==> config.mk <==
export PLATFORM = sky130hd
export DESIGN_NAME = fetch_ctrl
export DESIGN_NICKNAME = d
export VERILOG_FILES = /design/src/rtl/fetch_ctrl.sv
export SDC_FILE = /design/constraint.sdc
export NUM_CORES = 1
export LEC_CHECK = 0
export ABC_CLOCK_PERIOD_IN_PS = 1610
export CELL_PAD_IN_SITES_DETAIL_PLACEMENT = 1
export CELL_PAD_IN_SITES_GLOBAL_PLACEMENT = 1
export CORE_MARGIN = 3
export CORE_UTILIZATION = 27
export CTS_CLUSTER_SIZE = 25
export DETAILED_ROUTE_END_ITERATION = 6
export PLACE_DENSITY_LB_ADDON = 0.05
export SLEW_MARGIN = 20
export SYNTH_ARGS = -nofsm -noshare
export SYNTH_HDL_FRONTEND = slang
export SYNTH_SLANG_ARGS = --single-unit
==> constraint.sdc <==
create_clock -name clk -period 1.61 [get_ports clk]
set_input_delay 0.2415 -clock clk [delete_from_list [all_inputs] [get_ports clk]]
set_output_delay 0.2415 -clock clk [all_outputs]
set_load 0.005 [all_outputs]
==> src/rtl/fetch_ctrl.sv <==
// Instruction fetch sequencer: drives the pc register and a single
// outstanding imem fetch, arbitrates redirects and squashes wrong-path data.
module fetch_ctrl #(
  parameter int IMEM_AW = 32,
  parameter int ILEN    = 32
) (
  input  logic               clk,
  input  logic               rst,
  input  logic [IMEM_AW-1:0] pc_cur,
  output logic               pc_jmp,
  output logic               pc_rel,
  output logic [IMEM_AW-1:0] pc_nxt,
  output logic               imem_req,
  output logic [IMEM_AW-1:0] imem_addr,
  input  logic               imem_gnt,
  input  logic               imem_rvalid,
  input  logic [ILEN-1:0]    imem_rdata,
  output logic               if_valid,
  input  logic               if_ready,
  output logic [ILEN-1:0]    if_inst,
  output logic [IMEM_AW-1:0] if_pc,
  input  logic               trap_valid,
  input  logic [IMEM_AW-1:0] trap_target,
  input  logic               ex_redir,
  input  logic [IMEM_AW-1:0] ex_target
);

  typedef enum logic [1:0] {
    IDLE,
    REQ,
    WAIT,
    VALID
  } state_t;

  state_t             state;
  state_t             state_nxt;
  logic               kill;
  logic               kill_nxt;
  logic [IMEM_AW-1:0] req_pc;
  logic               redir;
  logic [IMEM_AW-1:0] redir_tgt;
  logic               take;

  // Redirects are ignored in IDLE so reset release fetches the reset vector.
  assign redir     = (state != IDLE) && (trap_valid || ex_redir);
  assign redir_tgt = trap_valid ? trap_target : ex_target;

  assign take = (state == WAIT) && imem_rvalid
             && !kill && !redir;

  always_ff @(posedge clk) begin
    if (!rst) begin
      state <= IDLE;
    end else begin
      state <= state_nxt;
    end
  end

  always_comb begin
    state_nxt = state;
    kill_nxt  = kill;
    unique case (state)
      IDLE: state_nxt = REQ;
      REQ: begin
        if (imem_gnt) begin
          state_nxt = WAIT;
          kill_nxt  = redir;
        end
      end
      WAIT: begin
        if (imem_rvalid) begin
          state_nxt = (kill || redir) ? REQ : VALID;
          kill_nxt  = 1'b0;
        end else if (redir) begin
          kill_nxt = 1'b1;
        end
      end
      VALID: begin
        if (redir || if_ready) begin
          state_nxt = REQ;
        end
      end
      default: state_nxt = IDLE;
    endcase
  end

  always_ff @(posedge clk) begin
    if (!rst) begin
      kill     <= 1'b0;
      req_pc   <= '0;
      if_valid <= 1'b0;
      if_inst  <= '0;
      if_pc    <= '0;
    end else begin
      kill     <= kill_nxt;
      if_valid <= (state_nxt == VALID);
      if (state == REQ) begin
        req_pc <= pc_cur;
      end
      if (take) begin
        if_inst <= imem_rdata;
        if_pc   <= req_pc;
      end
    end
  end

  always_comb begin
    imem_req  = 1'b0;
    imem_addr = '0;
    pc_jmp    = 1'b1;
    pc_rel    = 1'b1;
    pc_nxt    = '0;
    if (rst) begin
      if (state == REQ) begin
        imem_req  = 1'b1;
        imem_addr = pc_cur;
        if (imem_gnt) begin
          pc_jmp = 1'b0;
          pc_rel = 1'b0;
        end
      end
      if (redir) begin
        pc_jmp = 1'b1;
        pc_rel = 1'b0;
        pc_nxt = redir_tgt;
      end
    end
  end

endmodule

==> impl_summary.md <==
Route
For this block, the initial DRC count from the detailed router was 179. The antenna violation net count after detailed routing is 0. The number of search-and-repair iterations in the first detailed-routing pass is 4. The via count normalized by instance count is 4.87. The DRC violations left is 0. Dividing the detail-routed wire length by the instance count gives 18.2 um.

After detailed routing, the total wire length is 20,400 um. The total via count after detailed routing is 5,455.

Yosys
The flip-flop and latch count after synthesis is 100. The post-synthesis cell count is 577. Yosys mapped the design onto 35 distinct sky130hd cell types.

In the post-synthesis netlist, the biggest area contributors are dfxtp_1 (41%), a21boi_1 (9.4%), nand3_1 (6.7%), mux2i_1 (6.6%), a21boi_0 (5.6%). The synthesized design contains 0 enable-type register cells. The mapped cell area is 4860 um2. The post-synthesis net count is 712. For this run, the leading register cell type out of synthesis is dfxtp_1. In the synthesized netlist the async set-or-reset flop fraction comes to 0.

Of all cell types, the one taking the most synthesized area is dfxtp_1. Each instance of the synthesized netlist takes up on average 8.42 um2. For this run, the number of Yosys warnings is 0.

The share of synthesized area in the top cell type comes to 0.412. By count the netlist is led by dfxtp_1 (100), nand2_1 (66), nand3_1 (65). The most common cell in the netlist is dfxtp_1. For this run, the register share of the synthesized area comes to 0.412.

Power
The internal portion of the total power is 4690 uW. The switching power of the nets is 1650 uW. The part of the power in registers is 0.407. Dividing total power by cell area gives a power density of 713 nW/um2.

Across the VDD grid, the largest voltage drop is 474 uV. In this run the static leakage power is 0.00351 uW. The clock network fraction of design power is 0.356. The switching part of the total is 0.261. The overall power consumption is 6340 uW. The part of the power in combinational logic is 0.237.

STA
The minimum clock period after layout is 1820 ps. The max-slew violation count is 0. The final count of hold timing violations is 0. The relative max-transition margin is 0.730.

The setup slack of the critical path after layout is -212 ps. The minimum hold slack is 189 ps. The clock skew is 12.1 ps.

The part of the cycle the worst path needs is 1.13. Setup repair after global routing could not meet its margin everywhere. Setup violations remaining at the end of the flow were counted as 66. For this run, the top clock speed supported by timing is 549 MHz. The slew at the pin closest to its max-slew limit is 399 ps.

Layout
With fillers left out, the area of the finished cells amounts to 8900 um2. The area occupied by registers is 2000 um2. Relative to the synthesized area, the layout overhead comes to 83.1%. The fill cell total of the finished layout is 1,974. The non-filler instance count after layout is 1,121. The final layout net count is 1,026. The number of diodes is 0.

The share of post-route cells with drive strength above 1 is 0.277. At the end of the flow the core is filled with cells to 0.509. The multi-input combinational cells in the finished layout cover a total of 2720 um2.

Place
The placed instances occupy a cell area of 8120 um2. Port buffering added 266 buffers. The congestion estimate from routability-driven global placement came to 0.762. The wire-length estimate of the detail-placed layout is 14,100 um.

In this run, placement finished with an instance count of 1,078.

Run
The number of maximum-capacitance violations is 0.

Floorplan
From left edge to right edge, the die measures 140 um. The floorplan has 48 rows. The floorplan step set the die height to 140 um. The total area inside the core boundary comes to 17,500 um2.

For this configuration, the core starts out at a cell density of 0.278. The die footprint is 19,600 um2. In this run the count of I/O pins placed on the die edge is 267.

Critical path
In this run the worst path has a maximum fanout of 6. The source of the worst register-to-register timing path is state[1]$_SDFF_PN0_. The worst setup path is captured at an output port.

The element type at the critical path start is a flop. The data required time at the worst endpoint is 1370 ps. The setup path with the least slack is of type reg -> out. The data arrival time of the worst path is 1580 ps. The most critical setup path has its startpoint at state[1]$_SDFF_PN0_.

Clock tree
Clock latency on the worst-skew pair, taken at its later pin, is 350 ps. The buffer levels on the longest clock path is 2. The clock-pin transition on the worst setup and hold timing paths is 70 ps. The root buffer cell chosen for the clock tree is clkbuf_16. The CTS H-tree depth is 3.

Counting every sink on the clock net gives 100. The count of hold-fix buffers inserted at cts is 0. The clock buffer count from CTS is 9. TritonCTS built the clock tree.

Outcome
The final reports fail on setup timing. The run finished, with violations left.

Global route
The via count of the first global-routing pass is 5,953. The number of antenna violations at the first check in global routing is 0. The sum of overflow across all layers after global routing is 0.

The total global routing track utilization is 0.200. Entering global routing, the biggest net connects 53 pins. The global-route wire length before repair is 31,700 um.

Hold path
The startpoint identified for the worst hold timing path is rst. The tightest min-delay check is of the in -> reg type.
-- final timing paths --
| check | end | slack (ps) | cells after the start |
|---|---|---|---|
| hold / removal | req_pc[15]$_SDFFE_PN0P_ | 190 | 2 |
| setup reg to reg | req_pc[12]$_SDFFE_PN0P_ | 30 | 9 |
| setup / recovery | imem_addr[17] | -210 | 6 |
| hold reg to reg | req_pc[2]$_SDFFE_PN0P_ | 460 | 2 |
-- registers in the layout, summed over array words and instances, names as in the netlist --
register and flops:
if_inst 32, if_pc 32, if_valid 1, kill 1, req_pc 32, state 2
-- through the flow --
| stage | TNS (ps) | setup slack (ps) |
|---|---|---|
| final | -7570 | -212 |
| after global routing | -11650 | -273 |
| after CTS | -9850 | -211 |
| after detailed placement | -36030 | -408 |
| after global placement | -31180 | -379 |
| after floorplan | 0 | 223 |
-- final cells by class --
class | instances | area share
inverters | 2 | 0.000844
clock inverters | 6 | 0.00802
clock buffers | 10 | 0.0269
well taps | 225 | 0.0316
multi-input cells | 414 | 0.306
repair buffers | 364 | 0.401
flip-flops and latches | 100 | 0.225
-- placed cells by master (no fill, tap or decap), types with 5 or more instances in the layout --
cell type        instances
clkbuf_16               10
and3_4                  22
mux2i_1                 32
nand2_1                 64
clkdlybuf4s50_1        196
nor2_1                   9
clkdlybuf4s15_2          5
o21ai_0                 17
a21boi_0                27
and3_1                  11
a21boi_1                69
nor2_4                  10
buf_4                   69
o21ai_2                  5
nand3_1                 64
nor2_2                  16
buf_12                  15
dfxtp_1                 98
buf_6                   33
o21ai_1                 45
buf_2                   36
-- power by group through the flow --
stage | sequential (uW) | clock, uW | combinational (uW)
after floorplan | 2620 | 0 | 492
after global placement | 2630 | 0 | 1250
after detailed placement | 2630 | 0 | 1270
after CTS | 2580 | 2330 | 1450
after global routing | 2590 | 2430 | 1620
final | 2580 | 2260 | 1500
-- routing by layer --
metal | wire (um) | GRT usage | share of wire
met1 | 8010 | 0.218 | 0.39
met2 | 10600 | 0.369 | 0.52
met3 | 1560 | 0.0700 | 0.076
met4 | 245 | 0.0490 | 0.012
met5 | 0 | 0 | 0
-- critical path, cell delays in order, from the launching register on --
cell,delay (ps)
dfxtp_2,330
and2b_4,270
buf_12,120
buf_8,120
buf_12,120
and3_4,180
buf_6,90
-- cells by family (layout without fill, tap and decap cells) --
kind of cell           after synthesis  count (layout)  synth area share
flip-flops                         100             100             0.412
buffers and inverters               63             382            0.0803
AND/OR/NAND/NOR                    210             210             0.206
AO/OA/AOI/OAI                      172             172             0.235
multiplexers                        32              32            0.0659
-- repair_timing --
item | in CTS | in global routing
buffers inserted | 17 | 8
endpoints found under the setup margin | 72 | 79
gates resized for setup | 306 | 82
gates cloned | 5 | 1
pin swaps | 7 | 10
(Power assumes the default switching activity.)
